--- config.mk ---
export PLATFORM = sky130hd
export DESIGN_NAME = jam_cost_table
export DESIGN_NICKNAME = d
export VERILOG_FILES = /design/src/rtl/jam_cost_table.sv
export SDC_FILE = /design/constraint.sdc
export NUM_CORES = 1
export LEC_CHECK = 0
export ABC_CLOCK_PERIOD_IN_PS = 3700
export CAP_MARGIN = 20
export CORE_MARGIN = 3
export CORE_UTILIZATION = 30
export DETAILED_ROUTE_END_ITERATION = 12
export GPL_ROUTABILITY_DRIVEN = 0
export SLEW_MARGIN = 0
export SYNTH_ARGS = -nofsm -noshare
export SYNTH_HDL_FRONTEND = slang
export SYNTH_SLANG_ARGS = --single-unit
export TNS_END_PERCENT = 10
--- constraint.sdc ---
create_clock -name CLK -period 3.7 [get_ports CLK]
set_input_delay 0.74 -clock CLK [delete_from_list [all_inputs] [get_ports CLK]]
set_output_delay 0.74 -clock CLK [all_outputs]
set_load 0.01 [all_outputs]
--- src/rtl/jam_cost_table.sv ---
// 8x8 worker/job cost matrix for the JAM solver: streamed in row-major, then read combinationally.
// Optional JAM_COST_CHECKSUM_EN adds a registered running sum of accepted load beats.
module jam_cost_table #(
    parameter int COST_W = 7,
    parameter int IDX_W  = 3
) (
    input  logic              CLK,
    input  logic              RST_N,
    input  logic              CLEAR,
    input  logic              LOAD_VALID,
    input  logic [COST_W-1:0] LOAD_DATA,
    output logic              LOAD_READY,
    output logic              TABLE_READY,
    output logic              OVERFLOW,
    input  logic [IDX_W-1:0]  W,
    input  logic [IDX_W-1:0]  J,
    output logic [COST_W-1:0] Cost
`ifdef JAM_COST_CHECKSUM_EN
    ,
    output logic [12:0]       CHECKSUM
`endif
);

    localparam int ADDR_W = 2 * IDX_W;
    localparam int DEPTH  = 1 << ADDR_W;

    typedef enum logic [1:0] {
        S_IDLE,
        S_LOAD,
        S_DONE
    } state_t;

    state_t              r_state;
    state_t              w_next_state;
    logic [ADDR_W-1:0]   r_count;
    logic [COST_W-1:0]   r_table [DEPTH];
    logic                r_table_ready;
    logic                r_overflow;
    logic                w_accept;
    logic                w_last;
    logic [ADDR_W-1:0]   w_idx;

    assign LOAD_READY = ~CLEAR & (r_state != S_DONE);
    assign w_accept   = LOAD_VALID & LOAD_READY;
    assign w_last     = (r_count == ADDR_W'(DEPTH - 1));
    assign w_idx      = {W, J};

    // NOTE: every signal written in always_comb gets a default first, so no path can infer a latch.
    always_comb begin
        w_next_state = r_state;
        if (CLEAR) begin
            w_next_state = S_IDLE;
        end else begin
            case (r_state)
                S_IDLE:  if (w_accept) w_next_state = S_LOAD;
                S_LOAD:  if (w_accept && w_last) w_next_state = S_DONE;
                default: w_next_state = r_state;
            endcase
        end
    end

    // NOTE: sequential state uses non-blocking assignments so every flop samples pre-edge values.
    always_ff @(posedge CLK or negedge RST_N) begin
        if (!RST_N) begin
            r_state       <= S_IDLE;
            r_table_ready <= 1'b0;
        end else begin
            r_state       <= w_next_state;
            r_table_ready <= (w_next_state == S_DONE);
        end
    end

    always_ff @(posedge CLK or negedge RST_N) begin
        if (!RST_N) begin
            r_count    <= '0;
            r_overflow <= 1'b0;
        end else if (CLEAR) begin
            r_count    <= '0;
            r_overflow <= 1'b0;
        end else begin
            if (w_accept) r_count <= r_count + ADDR_W'(1);
            // Beats arriving after the table is full are dropped but remembered.
            if ((r_state == S_DONE) && LOAD_VALID) r_overflow <= 1'b1;
        end
    end

    // NOTE: the table lives in flops, not RAM, because reset and CLEAR must zero all entries at once.
    always_ff @(posedge CLK or negedge RST_N) begin
        if (!RST_N) begin
            for (int i = 0; i < DEPTH; i++) r_table[i] <= '0;
        end else if (CLEAR) begin
            for (int i = 0; i < DEPTH; i++) r_table[i] <= '0;
        end else if (w_accept) begin
            r_table[r_count] <= LOAD_DATA;
        end
    end

`ifdef JAM_COST_CHECKSUM_EN
    logic [12:0] r_checksum;

    always_ff @(posedge CLK or negedge RST_N) begin
        if (!RST_N) begin
            r_checksum <= '0;
        end else if (CLEAR) begin
            r_checksum <= '0;
        end else if (w_accept) begin
            r_checksum <= r_checksum + 13'(LOAD_DATA);
        end
    end

    assign CHECKSUM = r_checksum;
`endif

    assign TABLE_READY = r_table_ready;
    assign OVERFLOW    = r_overflow;
    assign Cost        = r_table_ready ? r_table[w_idx] : '0;

endmodule
Word-level counts from Yosys, hierarchy flattened

Cells that the tools add are included.

Eq/ne operators: 5
Add/sub/neg operators: 1
Order comparisons: 3
Mux-type cells: 17
Reductions and logical operators: 6
Bitwise logic cells: 5

Operator list:

| kind                                                        | count |
|---|---|
| two-way mux 448 bit                                         | 2 |
| bitwise mux 448 bit                                         | 1 |
| binary-select mux 7 bit (select 6 bit)                      | 1 |
| demux 7 bit (select 6 bit)                                  | 1 |
| two-way mux 7 bit                                           | 4 |
| greater-or-equal comparator 7 bit (second input constant)   | 2 |
| inverter 6 -> 7 bit                                         | 2 |
| two-way mux 6 bit                                           | 2 |
| less-than comparator 7 x 1 -> 1 bit (second input constant) | 1 |
| adder 6 x 1 -> 6 bit (second input constant)                | 1 |
| == test 6 bit (second input constant)                       | 1 |
| two-way mux 2 bit                                           | 3 |
| == test 2 bit (second input constant)                       | 2 |
| case mux 2 bit (2 select lines)                             | 1 |
| nonzero test 2 bit                                          | 2 |
| logical AND 1 bit                                           | 3 |
| bitwise AND 1 bit                                           | 2 |
| == test 2 x 1 -> 1 bit (second input constant)              | 1 |
| logical NOT 2 bit                                           | 1 |
| two-way mux 1 bit                                           | 2 |
| inequality test 2 bit (second input constant)               | 1 |
| inverter 1 bit                                              | 1 |

Bits in registers: 458
Input bits: 17

Longest topological paths before layout

Gate-level depths: netlist of run 1.

Depth after elaboration: 8
Gate-level depth with buffers: 9
Depth with buffers taken out: 5

Worst setup path after synthesis of run 1

No wires, ideal clock.

Path kind: input port to output port
From: in J[0]
To: out Cost[2]
Stages on the path: 6
Arrival time: 2.298 ns
Buffers on the path: 2
Slack: 0.662 ns
Path through: buf_6 > buf_6 > mux4_1 > mux4_2 > a22oi_1 > o211ai_2

Word-level cells in the longest chain between the ends: 5

Ends and longest elaborated chain:

| what                                                  | RTL line | source |
|---|---|---|
| start: declaration                                    | 16       | `input logic [IDX_W-1:0] J,` |
| inverter 6 -> 7 bit (implied by the code)             | 116      | `assign Cost = r_table_ready ? r_table[w_idx] : '0;` |
| binary-select mux 7 bit (select 6 bit)                | 116      |  |
| two-way mux 7 bit (implied by the code) (2 in series) | 116      |  |
| two-way mux 7 bit                                     | 116      |  |
| end: declaration                                      | 17       | `output logic [COST_W-1:0] Cost` |

Every way passes these cells. The select of a mux whose other input is x is not followed.

Worst setup path in the final report of run 1

From: in J[0]
To: out Cost[6]

Same word-level chain as after synthesis.

==> results_dict.tcl, run 1 <==
set metrics [dict create \
    die_w_um 282 \
    area_delta_synth_final_pct 14.4 \
    cp_max_fo 7 \
    drtAntennaViolNets 0 \
    root_buffer "clkbuf_16" \
    cts.sinks 458 \
    fin_worst_skew_ns 0.0258 \
    slew_headroom_pct 28.5 \
    coreArea_um2 74900 \
    power_leakage_nw 13.7 \
    yosys.cell_types.count 43 \
    cts_hold_buf 0 \
    crit_arrival_ns 2.93 \
    required_ns 2.96 \
    final_util_pct 34.9 \
    irDropWorstVdd_uv 318 \
    crit_type "input port to output port" \
    worst_hold_path_type "input port to asynchronous set/reset pin" \
    clockBufferDepth 3 \
    rsz0062_at_grt "false" \
    syn_nets 1892 \
    yosysSeqAreaShare_pct 50.1 \
    drt_iter0_drc 1244 \
    post_cts_buffers 0 \
    yosysTopAreaCell "dfrtp_1" \
    clockPowerShare_pct 46.5 \
    maxCapViolCount 0 \
    fin_nets 1892 \
    path_clk_slew_ns 0.06 \
    grt_use_total_pct 15.5 \
    wl_per_cell_um 21.2 \
    numCtsBuffers 50 \
    tns_ns 0 \
    vias 15100 \
    drive_gt1_share_pct 18.1 \
    antenna_found_initial 6 \
    synth_top_area_share_pct 50.1 \
    end_kind "output port" \
    hold_viol_final 0 \
    drt_wl_total_um 61200 \
    p_sw_mw 2.53 \
    grt_max_degree 236 \
    status "finished, final reports clean" \
    setup_viol 0 \
    p_comb_share_pct 6.2 \
    clk_latency_ns 0.60 \
    seq_power_share_pct 47.3 \
    grt_pass1_vias 15600 \
    syn-cell-area_um2 22900 \
    avgSynthCellArea_um2 12.2 \
    htree_num_levels 2 \
    post-route-min-period_ns 3.67 \
    switching_share_pct 23.7 \
    min_period_over_period_pct 99.1 \
    grt_overflow_total 0 \
    internal_power_mw 8.12 \
    start_util_pct 30.5 \
    via_per_inst 5.22 \
    port_buffers 26 \
    synth_cells 1874 \
    fmax_ghz 0.273 \
    startpoint_type "input port" \
    ios 27 \
    slew_violations 0 \
    first_pass_iters 5 \
    placementRows 100 \
    dp_hpwl_um 40200 \
    grt_pass1_wl_um 95700 \
    cellPowerDensity_nw_per_um2 407 \
    worst_slew_pin_slew_ns 1.07 \
    drc 0 \
    die_area_um2 79600 \
    synth_top_cells_by_area "dfrtp_1, mux2i_1, mux4_2, nor2_1, mux4_1" \
    synth_seq_cells 458 \
    die_h_um 282 \
    cts_tree "yes" \
    synth_warnings 0 \
]
## final timing paths
path                            cells past startpoint      endpoint          from  slack [ns]
worst max-delay path                                8       Cost[6]          J[0]        0.03
min in group CLK                                    2  r_table[296]         CLEAR        0.49
worst min register to register                      2  r_table[154]  r_table[154]        0.51
max in group asynchronous                           2  r_table[198]         RST_N        2.58
worst max register to register                      4  r_table[255]    r_count[2]        1.29
worst min-delay path                                1  r_table[363]         RST_N        0.20
## layer usage
metal,global-route usage (%),wire length (µm)
met2,23.8,27800
met3,3.38,3760
met5,0,13
met4,5.12,1780
met1,21.8,27900
## final cells by class
type                            instances  area (µm²)
Multi-Input combinational cell       1229       10600
Clock inverter                         13         115
Timing Repair Buffer                  132        1230
Fill cell                            7252       48800
Sequential cell                       458       11500
Antenna cell                            4        10.0
Inverter                                3        11.3
Tap cell                              969        1210
Clock buffer                           77        1520
## what timing repair did
item                                    in CTS  in global routing
endpoints found under the setup margin       7                  2
resized for setup                           19                  3
hold endpoints to repair                     0                  0
## sequential cells by signal, summed over array words and instances (netlist names)
signal	count
TABLE_READY	1
r_state	2
r_table	448
r_count	6
OVERFLOW	1
## synthesized netlist by cell type (all sizes together)
cell type and instances:
mux2i 476, dfrtp 458, nor2 456, mux4 121, clkbuf 110, buf 74
nand3 43, nand2 22, nand4 18, a21oi 9, and3 9, and4b 9
nand4b 8, a22oi 6, nand2b 6, o21ai 6, nor2b 5, xor2 5
o221ai 4, o22ai 4, inv 3, nor3b 3, o2111ai 3, o31ai 3
nand3b 2, nor3 2, o211ai 2, a31oi 1, and2 1, and3b 1
ha 1, nor4bb 1, or2 1, or4 1
## kinds of logic after synthesis
| logic type | synth area share [%] |
|---|---|
| multiplexers | 33.0 |
| AND/OR/NAND/NOR | 11.7 |
| flip-flops | 50.1 |
| buffers and inverters | 3.80 |
| AO/OA/AOI/OAI | 1.14 |
| XOR/XNOR | 0.192 |
| adder cells (fa/ha/maj) | 0.0547 |
## power by group through the flow
stage | Sequential, mW | Clock [mW] | Combinational (mW)
global route | 5.03 | 5.28 | 0.713
finish | 5.03 | 4.95 | 0.658
CTS | 5.03 | 5.08 | 0.668
global placement | 5.12 | 0 | 0.652
floorplan | 5.12 | 0 | 0.348
detailed placement | 5.12 | 0 | 0.663
## critical path, cell delays in order
cell	delay, ns
buf_6	0.16
buf_4	0.17
mux4_1	0.60
mux4_2	0.48
nand2b_1	0.16
nand3_1	0.15
nand2_1	0.14
dlygate4sd2_1	0.32
## per-stage QoR
stage / worst slack (ns) / total power [mW] / cells / hold WS, ns / cell area, µm²
2_1_floorplan: 0.662 / 5.46 / 1874 / 0.444 / 22900
3_3_place_gp: -0.232 / 5.77 / 2791 / 0.497 / 24500
3_5_place_dp: -0.205 / 5.78 / 2791 / 0.500 / 24500
4_1_cts: 0.0225 / 10.8 / 2881 / 0.197 / 26100
5_1_grt: 0.00997 / 11.0 / 2881 / 0.221 / 26100
6_report: 0.0339 / 10.6 / 2885 / 0.196 / 26200
## cells in the final DEF, fill, tap and decap left out, types with 11 or more instances in the layout
master / n
nor2_1: 456
clkbuf_8: 15
mux2i_1: 472
clkbuf_1: 11
nand3_1: 32
nand2_1: 21
nand3_2: 11
dfrtp_1: 458
mux4_1: 15
mux4_2: 106
nand4_2: 16
buf_4: 89
buf_12: 16
clkbuf_16: 51
Power figures use the tool's default switching activity.
==> run 2: changes to the inputs <==
--- a/config.mk
+++ b/config.mk
@@ -11,6 +11,8 @@
 export CORE_UTILIZATION = 30
 export DETAILED_ROUTE_END_ITERATION = 12
 export GPL_ROUTABILITY_DRIVEN = 0
+export GPL_TIMING_DRIVEN = 0
+export RECOVER_POWER = 100
 export SLEW_MARGIN = 0
 export SYNTH_ARGS = -nofsm -noshare
 export SYNTH_HDL_FRONTEND = slang
==> results_dict.tcl, run 2 (synthesis results as in run 1) <==
set metrics [dict create \
    area_delta_synth_final_pct 15.3 \
    first_pass_iters 5 \
    clockBufferDepth 3 \
    hold_ws_ns 0.516 \
    startpoint_type "input port" \
    slew_headroom_pct -114 \
    root_buffer "clkbuf_16" \
    irDropWorstVdd_uv 291 \
    r2r_end "r_table[382]" \
    maxCapViolCount 1 \
    drtAntennaViolNets 0 \
    wl_per_cell_um 24.1 \
    grt_overflow_total 0 \
    hold_viol_final 0 \
    power_mw 11.1 \
    end_kind "output port" \
    grt_use_total_pct 18.1 \
    violations "max-capacitance violations, max-slew violations, negative setup slack" \
    path_clk_slew_ns 0.05 \
    setup_viol 5 \
    worst_hold_path_type "register to register" \
    hold_start "r_table[250]" \
    tns_ns -0.157 \
    ff2ff_setup_slack_ns 0.45 \
    cp_max_fo 10 \
    final_util_pct 35.2 \
    mostFrequentLayoutCell "mux2i_1" \
    worst_slew_pin_slew_ns 3.22 \
    drive_gt1_share_pct 14.5 \
    port_buffers 16 \
    cts.sinks 458 \
    fmax_ghz 0.266 \
    drc 0 \
    status "finished with violations" \
    htree_num_levels 2 \
    layout_setup_ws_ns -0.0577 \
    cts_hold_buf 0 \
    die_area_um2 79600 \
    coreArea_um2 74900 \
    vias 15700 \
    antenna_found_initial 4 \
    clk_latency_ns 0.60 \
    crit_arrival_ns 3.02 \
    critical_path.reg2reg.startpoint "r_state[1]" \
    top_regs "r_table: 448 flops, r_count: 6 flops, r_state: 2 flops" \
    crit_type "input port to output port" \
    drt_wl_total_um 71500 \
    required_ns 2.96 \
    largest_register_ff_count 448 \
    min_period_over_period_pct 102 \
    grt_pass1_wl_um 108000 \
    dp_slack_ns -1.72 \
    fin_nets 1973 \
    dp_hpwl_um 50200 \
    fin_worst_skew_ns 0.0182 \
    drt_iter0_drc 1452 \
    die_w_um 282 \
    placementRows 100 \
    hold_end "r_table[250]" \
    ios 27 \
    largest-register "r_table" \
    die_h_um 282 \
    power_leakage_nw 13.6 \
    via_per_inst 5.30 \
    rsz0062_at_grt "true" \
    final_cell_mix "mux2i_1, dfrtp_1, nor2_1" \
    hold_depth 2 \
    reg2reg_depth 8 \
    cellPowerDensity_nw_per_um2 423 \
    start_util_pct 30.5 \
    grt_max_degree 126 \
    post-route-min-period_ns 3.76 \
    grt_pass1_vias 16400 \
    cts_tree "yes" \
    numCtsBuffers 52 \
    slew_violations 120 \
]
-- run 2: cell types whose count changed in the layout (fill, tap and decap cells not counted), sizes merged, moves of 3 or more --
| cell | previous run | this run |
|---|---|---|
| clkbuf | 77 | 204 |
| buf | 118 | 65 |
| dlygate4sd3 | 0 | 3 |
| diode | 4 | 1 |
| bufinv | 1 | 7 |
-- run 2: metal layers --
metal | track usage (%) | part of all wire (%) | vias to the layer above
li1 | - | - | 6770
met1 | 25.1 | 44 | 8227
met2 | 28.1 | 46 | 564
met3 | 3.72 | 7.2 | 130
met4 | 6.65 | 3.4 | 6
met5 | 0 | 0.057 | -
-- run 2: where the power goes --
part / internal, mW / total (mW) / switching (mW) / leakage [nW]
Clock: 3.25 / 5.37 / 2.12 / 0.872
Combinational: 0.198 / 0.747 / 0.549 / 6.32
Sequential: 5.02 / 5.03 / 0.00606 / 6.40
Total: 8.47 / 11.1 / 2.68 / 13.6
-- run 2: how the worst max path moves through the flow --
| stage | endpoint | startpoint | slack [ns] | cells after the start |
|---|---|---|---|---|
| final | Cost[2] | W[0] | -0.06 | 7 |
| after global routing | Cost[5] | J[0] | -0.08 | 10 |
| after CTS | Cost[1] | J[1] | -0.01 | 9 |
| after detailed placement | Cost[4] | J[1] | -1.72 | 10 |
| after global placement | r_table[168] | RST_N | -17.64 | 1 |
| after floorplan | Cost[2] | J[0] | 0.66 | 6 |
-- run 2: timing repair --
item	CTS	global route
setup endpoints to repair	8	8
pin swaps	3	0
resized for setup	105	8
buffers inserted	8	0
-- run 2: final cells by class --
type                    count  area, µm²
plain buffers             183       1030
flip-flops and latches    458      11500
fillers                  7350      48600
inverters                   3       11.3
well taps                 969       1210
repair buffers             28        334
clock buffers              71       1460
diodes                      1       2.50
multi-input cells        1229      10500
clock inverters            22        309
-- run 2: critical path, stage by stage --
cell,delay (ns)
clkdlybuf4s50_1,0.55
clkbuf_4,0.34
clkbuf_2,0.37
mux4_2,0.43
nand3_2,0.11
o211ai_2,0.13
dlygate4sd2_1,0.33
-- run 2: per-stage QoR --
stage | instances | area (µm²)
after floorplan | 1874 | 22900
after global placement | 2859 | 24200
after detailed placement | 2863 | 24400
after CTS | 2964 | 26500
after global routing | 2963 | 26400
final | 2964 | 26400
